==> src/rtl/switch_debouncer.sv <==
// Slide-switch conditioner: per-bit synchroniser, shared tick prescaler, and a
// per-bit stability counter that produces clean levels plus rise/fall pulses.

module switch_debouncer_bit #(
  parameter int STABLE_TICKS = 10,
  parameter int CW           = 4
) (
  input  logic clk,
  input  logic reset_n,
  input  logic i_load,
  input  logic i_tick,
  input  logic i_sync,
  output logic o_accept,
  output logic o_stable,
  output logic o_rise,
  output logic o_fall
);
  logic [CW-1:0] r_cnt;
  logic          r_stable, r_rise, r_fall;

  // A new level is taken only on the tick that completes the mismatch run.
  assign o_accept = i_tick && (i_sync != r_stable) && (r_cnt == CW'(STABLE_TICKS-1));

  always_ff @(posedge clk or negedge reset_n) begin
    if (!reset_n) begin
      r_cnt    <= '0;
      r_stable <= 1'b0;
      r_rise   <= 1'b0;
      r_fall   <= 1'b0;
    end else begin
      r_rise <= 1'b0;
      r_fall <= 1'b0;
      if (i_load) begin
        r_stable <= i_sync;
        r_cnt    <= '0;
      end else if (i_tick) begin
        if (i_sync == r_stable) begin
          r_cnt <= '0;
        end else if (o_accept) begin
          r_stable <= i_sync;
          r_cnt    <= '0;
          r_rise   <= i_sync;
          r_fall   <= ~i_sync;
        end else begin
          r_cnt <= r_cnt + CW'(1);
        end
      end
    end
  end

  assign o_stable = r_stable;
  assign o_rise   = r_rise;
  assign o_fall   = r_fall;
endmodule

module switch_debouncer #(
  parameter int WIDTH        = 18,
  parameter int SYNC_STAGES  = 2,
  parameter int TICK_DIV     = 50000,
  parameter int STABLE_TICKS = 10
) (
  input  logic             clk,
  input  logic             reset_n,
  input  logic [WIDTH-1:0] sw_raw,
  output logic [WIDTH-1:0] sw_stable,
  output logic [WIDTH-1:0] sw_rise,
  output logic [WIDTH-1:0] sw_fall,
  output logic             any_change,
  output logic             ready
);
  localparam int PW = (TICK_DIV > 1) ? $clog2(TICK_DIV) : 1;
  localparam int CW = (STABLE_TICKS > 1) ? $clog2(STABLE_TICKS+1) : 1;
  localparam int IW = $clog2(SYNC_STAGES+1);

  typedef enum logic {ST_INIT, ST_RUN} state_t;

  state_t                             r_state, w_state_nxt;
  logic [IW-1:0]                      r_init_cnt;
  logic [PW-1:0]                      r_presc;
  logic [SYNC_STAGES-1:0][WIDTH-1:0]  r_sync;
  logic                               r_any, r_ready;
  logic                               w_load, w_run, w_tick;
  logic [WIDTH-1:0]                   w_sync, w_accept, w_stable, w_rise, w_fall;

  always_ff @(posedge clk or negedge reset_n) begin
    if (!reset_n) r_sync <= '0;
    else          r_sync <= {r_sync[SYNC_STAGES-2:0], sw_raw};
  end
  assign w_sync = r_sync[SYNC_STAGES-1];

  always_ff @(posedge clk or negedge reset_n) begin
    if (!reset_n) r_state <= ST_INIT;
    else          r_state <= w_state_nxt;
  end

  always_comb begin
    w_state_nxt = r_state;
    if (r_state == ST_INIT && r_init_cnt == IW'(SYNC_STAGES)) w_state_nxt = ST_RUN;
  end

  always_comb begin
    w_load = (r_state == ST_INIT) && (r_init_cnt == IW'(SYNC_STAGES));
    w_run  = (r_state == ST_RUN);
  end

  // Init waits for the synchroniser to fill before sampling power-up positions.
  always_ff @(posedge clk or negedge reset_n) begin
    if (!reset_n)                r_init_cnt <= '0;
    else if (r_state == ST_INIT) r_init_cnt <= r_init_cnt + IW'(1);
  end

  always_ff @(posedge clk or negedge reset_n) begin
    if (!reset_n)    r_presc <= '0;
    else if (!w_run) r_presc <= '0;
    else if (r_presc == PW'(TICK_DIV-1)) r_presc <= '0;
    else             r_presc <= r_presc + PW'(1);
  end
  assign w_tick = w_run && (r_presc == PW'(TICK_DIV-1));

  for (genvar g = 0; g < WIDTH; g++) begin : g_bit
    switch_debouncer_bit #(.STABLE_TICKS(STABLE_TICKS), .CW(CW)) u_bit (
      .clk      (clk),
      .reset_n  (reset_n),
      .i_load   (w_load),
      .i_tick   (w_tick),
      .i_sync   (w_sync[g]),
      .o_accept (w_accept[g]),
      .o_stable (w_stable[g]),
      .o_rise   (w_rise[g]),
      .o_fall   (w_fall[g])
    );
  end

  always_ff @(posedge clk or negedge reset_n) begin
    if (!reset_n) begin
      r_any   <= 1'b0;
      r_ready <= 1'b0;
    end else begin
      r_any <= |w_accept;
      if (w_load) r_ready <= 1'b1;
    end
  end

  assign sw_stable  = w_stable;
  assign sw_rise    = w_rise;
  assign sw_fall    = w_fall;
  assign any_change = r_any;
  assign ready      = r_ready;
endmodule

==> config.mk <==
export PLATFORM = sky130hd
export DESIGN_NAME = switch_debouncer
export DESIGN_NICKNAME = d
export VERILOG_FILES = /design/src/rtl/switch_debouncer.sv
export SDC_FILE = /design/constraint.sdc
export NUM_CORES = 1
export LEC_CHECK = 0
export ABC_AREA = 1
export ABC_CLOCK_PERIOD_IN_PS = 4200
export CAP_MARGIN = 20
export CORE_ASPECT_RATIO = 1.5
export CORE_MARGIN = 3
export CORE_UTILIZATION = 45
export DETAILED_ROUTE_END_ITERATION = 12
export GPL_ROUTABILITY_DRIVEN = 0
export PLACE_DENSITY = 0.68
export RECOVER_POWER = 50
export SLEW_MARGIN = 20
export SYNTH_ARGS = -nofsm -noshare
export SYNTH_HDL_FRONTEND = slang
export SYNTH_SLANG_ARGS = --single-unit
export TNS_END_PERCENT = 1
==> constraint.sdc <==
create_clock -name clk -period 4.2 [get_ports clk]
set_input_delay 0.84 -clock clk [delete_from_list [all_inputs] [get_ports clk]]
set_output_delay 0.84 -clock clk [all_outputs]
set_load 0.01 [all_outputs]
# ---- Word level (Yosys, flattened, before mapping)
# Cells that the tools add are included.
dict set report word_totals {
  reg_bits 182
  in_bits 20
  output_inout_bits 56
  elab_cells 557
}
dict set report op_classes {
  n_addsub 20
  n_eq_ne 74
  mux 290
  bitwise 19
  n_reduce_logical 76
}
# operator n
set op_table {}
lappend op_table {{2-to-1 mux 4 bit} 72}
lappend op_table {{2-to-1 mux 1 bit} 216}
lappend op_table {{adder 4 x 1 -> 4 bit, second input constant} 18}
lappend op_table {{equality test 4 bit, second input constant} 18}
lappend op_table {{AND reduction 3 bit} 18}
lappend op_table {{logical AND 1 bit} 38}
lappend op_table {{nonzero test 2 bit} 19}
lappend op_table {{inequality test 2 bit, second input constant} 17}
lappend op_table {{2-to-1 mux 16 bit} 2}
lappend op_table {{inverter 1 bit} 19}
lappend op_table {{equality test 1 bit} 18}
lappend op_table {{inequality test 1 bit} 18}
lappend op_table {{OR reduction 18 bit} 1}
lappend op_table {{adder 16 x 1 -> 16 bit, second input constant} 1}
lappend op_table {{equality test 16 bit, second input constant} 1}
lappend op_table {{adder 2 x 1 -> 2 bit, second input constant} 1}
lappend op_table {{equality test 2 bit, second input constant} 1}
lappend op_table {{inequality test 2 x 1 -> 1 bit, second input constant} 1}

# ---- Longest topological paths before layout
dict set report logic_depth {
  word_depth 8
  ltp_mapped 11
}

# ---- Modules after synthesis
# A second synthesis with hierarchy kept.
dict set report unflattened {
  cells_unflattened 1130
  hier_area_um2 9950.8
}
# module instances cells_per_inst area_each_um2 seq_area_each_um2
set modules_own_cells {}
lappend modules_own_cells {switch_debouncer_bit 18 53 441.7 175.2}
lappend modules_own_cells {switch_debouncer 1 176 2000.7 1401.3}

# ---- Worst setup path after synthesis
# No wires, ideal clock.
dict set report synth_timing {
  kind {flip-flop to flip-flop}
  start {register r_presc[0]}
  end {register g_bit[11].u_bit.r_cnt[1]}
  setup_ps 121
  arrival_time_ps 1483
  t_required_ps 4079
  path_slack_ps 2596
  path_stages_with_launch 10
  path_buffers 1
  synth_period_minus_slack_ps 1604
  cell_sequence {dfrtp_1 > ha_1 > nand3_2 > nor2_4 > nand2_4 > nor2_8 > buf_12 > a21oi_4 > nand3_1 > o21ai_1}
}
dict set report synth_between {
  elab_chain_cells 8
  word_cells_on_any_way 9
}
# element line_no
set synth_rtl {}
lappend synth_rtl {{from (decl)} 79} ;# logic [PW-1:0] r_presc;
lappend synth_rtl {{from (signal assigned)} 116} ;# else r_presc <= r_presc + PW'(1);
lappend synth_rtl {{equality test 16 bit *} 118} ;# assign w_tick = w_run && (r_presc == PW'(TICK_DIV-1));
lappend synth_rtl {{logical AND 1 bit *} 118}
lappend synth_rtl {{logical AND 1 bit (2 in series)} 22} ;# assign o_accept = i_tick && (i_sync != r_stable) && (r_cnt == CW'(STABLE_TICKS-1));
lappend synth_rtl {{2-to-1 mux 4 bit} 39} ;# end else if (o_accept) begin
lappend synth_rtl {{2-to-1 mux 4 bit} 37} ;# if (i_sync == r_stable) begin
lappend synth_rtl {{2-to-1 mux 4 bit} 36} ;# end else if (i_tick) begin
lappend synth_rtl {{2-to-1 mux 4 bit} 33} ;# if (i_load) begin
lappend synth_rtl {{to (signal assigned)} 45} ;# r_cnt <= r_cnt + CW'(1);
lappend synth_rtl {{to (decl)} 18} ;# logic [CW-1:0] r_cnt;
# Every way passes the cells marked *; elsewhere a longest branch is shown, timed or not. The select of a mux whose other input is x is not followed.
# A chain may end at the register's enable or synchronous reset.

==> flow_summary.toml <==
[drt]
num_vias = 5948
via_per_inst = 4.84
wl_per_cell_um = 13.4
ant_nets = 0
drc = 0
first_pass_iters = 4
drt-total-wl_um = 16400
drtIter0Drc = 328

[floorplanning]
rows = 62
die_y_um = 178
die-area_mm2 = 0.0215
ioPinCount = 76
core_mm2 = 0.0192
start_util_pct = 46.1
fp.dieW_um = 121

[run_status]
status = "complete, but fails checks"
violations = "capacitance limit, slew limit"

[finish]
area_delta_synth_final_pct = 13.3
stdcell_area_mm2 = 0.0100
fin_nets = 1019
multi_input_comb_area_mm2 = 0.00342
utilization_pct = 52.2
drive_above_1_share_pct = 7.60
diodes = 0
seq_area_mm2 = 0.00455
n_fill_cell = 1794

[placement]
io_buffer_count = 75
dp_hpwl_um = 10800
placed_area_mm2 = 0.00941

[synth]
yosysWarnings = 0
yosysSeqAreaShare_pct = 51.4
syn-instance-count = 938
yosysTopAreaCell = "dfrtp_1"
ys_types = 31
postSynthAreaPerCell_um2 = 9.45
synth_area_mm2 = 0.00887
synth_top_area_share_pct = 51.4
ys_ff_latch = 182
synth_area_leaders = "dfrtp_1, nand2_1, nor2_1"
syn_nets = 996

[critical_path]
critical-path-max-stage-delay_ns = 1.94
crit_family = "buffers and inverters"
crit_path_cell_trace = "clkbuf_1 -> buf_12"
start_kind = "input pin"
endpoint_kind = "asynchronous set/reset pin"
slowest_stage = "clkbuf_1"
path_max_fanout = 130
worstPathArrival_ns = 3.49
crit_type = "input pin to asynchronous set/reset pin"
crit_required_ns = 4.68
crit_buf_inv = 2

[clocking]
clock_tree.htree_level_count = 4
postCtsHoldBufs = 0
cts_buffer_depth = 2
clock-sinks = 182
postCtsSetupRepairBufs = 0
cts-root-buf = "clkbuf_16"
tritoncts.num_buffers = 17
clk_latency_ns = 0.43
cts_resized = 0
cts_tree = "built"
clk_pin_slew_worst_paths_ns = 0.07

[grt]
grt_use_total_pct = 16.3
met2_usage_pct = 27.9
grt_pass1_wl_um = 28200
antenna_found_initial = 0
grt_max_degree = 131
gr-max-usage-layer = "met2"
grt_pass1_vias = 5914
grt-ovfl-total = 0
grt_use_met3_pct = 3.48
grt_use_met1_pct = 20.3

[flow_run]
maxCapViolCount = 1

[min_path]
hold_class = "flip-flop to flip-flop"

[sta]
worst-slew-pin-transition_ns = 2.80
post-route-period-util_pct = 71.8
setup_viol = 0
rsz0062_at_grt = "no"
fin_skew_ns = 0.00844
setup_tns_ns = 0
clock.fmax_mhz = 332
finalMaxSlewViolations = 53
hold_viol = 0
finalCriticalPeriod_ns = 3.01
slew_headroom_pct = -86.5

[power_and_ir_drop]
internal_power_uw = 2910
power_frac_clock_pct = 47.7
pwr-share-comb_pct = 3.7
p_per_area_mw_per_mm2 = 368
p_total_uw = 3700
p_sw_uw = 786
sequentialPowerShare_pct = 48.6
swShare_pct = 21.3
ir_drop_mv = 0.256
power.leakage_uw = 0.00500
cells in the final DEF (no fill, tap or decap), types with 2 or more instances in the layout:
cell type	n
dfrtp_1	182
nand2_1	163
nor2_1	133
nand3_1	83
inv_1	78
clkdlybuf4s50_1	56
xor2_1	40
ha_1	38
o21ai_0	22
xnor2_1	19
o21ai_1	18
dlygate4sd3_1	18
nand3b_1	17
clkbuf_16	17
nand4_1	15
a21oi_1	10
a21oi_4	10
o21ai_2	9
inv_2	6
nand2_2	6
clkbuf_8	5
o22ai_1	4
bufinv_16	4
nor2_4	3
nor3_2	2
nor3_1	2
clkbuf_1	2
inv_6	2
clkinv_4	2
buf_4	2
cell usage after synthesis, drive strengths merged:
master and count:
nand4 15, xnor2 19, dfrtp 182, nand3b 17, inv 84, buf 71
ha 38, o22ai 4, a21oi 21, nand2 170, nor4 1, xor2 40
clkbuf 3, nor2 137, o21ai 49, nor3 4, nand3 83
metrics by stage:
step	cells	hold slack, ns	setup WS, ns
4_1_cts	1230	0.349	1.31
2_1_floorplan	938	0.331	2.60
3_5_place_dp	1198	0.335	1.33
5_1_grt	1230	0.352	0.622
3_3_place_gp	1198	0.332	1.43
6_report	1230	0.345	1.19
cells by family after synthesis:
kind of cell	after synthesis	share of synthesized area, %
simple gates	427	21.5
flops	182	51.4
buf+inv	158	9.96
compound gates	74	5.93
xor+xnor	59	5.83
fa+ha+maj	38	5.36
power by group through the flow:
stage | registers (µW) | clock network, µW | logic (µW)
3_3_place_gp | 1830 | 0 | 143
4_1_cts | 1800 | 1800 | 145
5_1_grt | 1800 | 1880 | 156
6_report | 1800 | 1770 | 136
3_5_place_dp | 1830 | 0 | 143
2_1_floorplan | 1830 | 0 | 71.5
area by class of cell:
class | instances | share of cell area [%]
Sequential cell | 182 | 45.3
Clock buffer | 23 | 4.96
Tap cell | 256 | 3.19
Multi-Input combinational cell | 598 | 34.0
Inverter | 84 | 3.14
Clock inverter | 9 | 1.62
Timing Repair Buffer | 78 | 7.76
final timing paths:
check,end,slack [ns],depth (start not counted),start
max,g_bit[12].u_bit.r_cnt[2],1.19,2,reset_n
max in group clk,g_bit[3].u_bit.r_cnt[3],1.28,8,r_presc[0]
min reg2reg,w_sync[9],0.34,0,r_sync[9]
max reg2reg,g_bit[3].u_bit.r_cnt[3],1.28,8,r_presc[0]
min in group asynchronous,g_bit[10].u_bit.o_fall,1.31,1,reset_n
min,w_sync[9],0.34,0,r_sync[9]
flip-flops by register name, summed over array words and instances (netlist names):
signal                cells
r_init_cnt                2
g_bit.u_bit.o_stable     18
g_bit.u_bit.o_fall       18
w_sync                   18
r_presc                  16
any_change                1
g_bit.u_bit.r_cnt        72
r_state                   1
g_bit.u_bit.o_rise       18
r_sync                   18
routing by layer:
layer / vias to the layer above / part of all wire (%)
met4: 0 / 2.2
li1: 2972 / -
met1: 2854 / 44
met3: 26 / 4.0
met5: - / 0
met2: 96 / 50
Note: power is estimated with default switching activity, not from simulation.
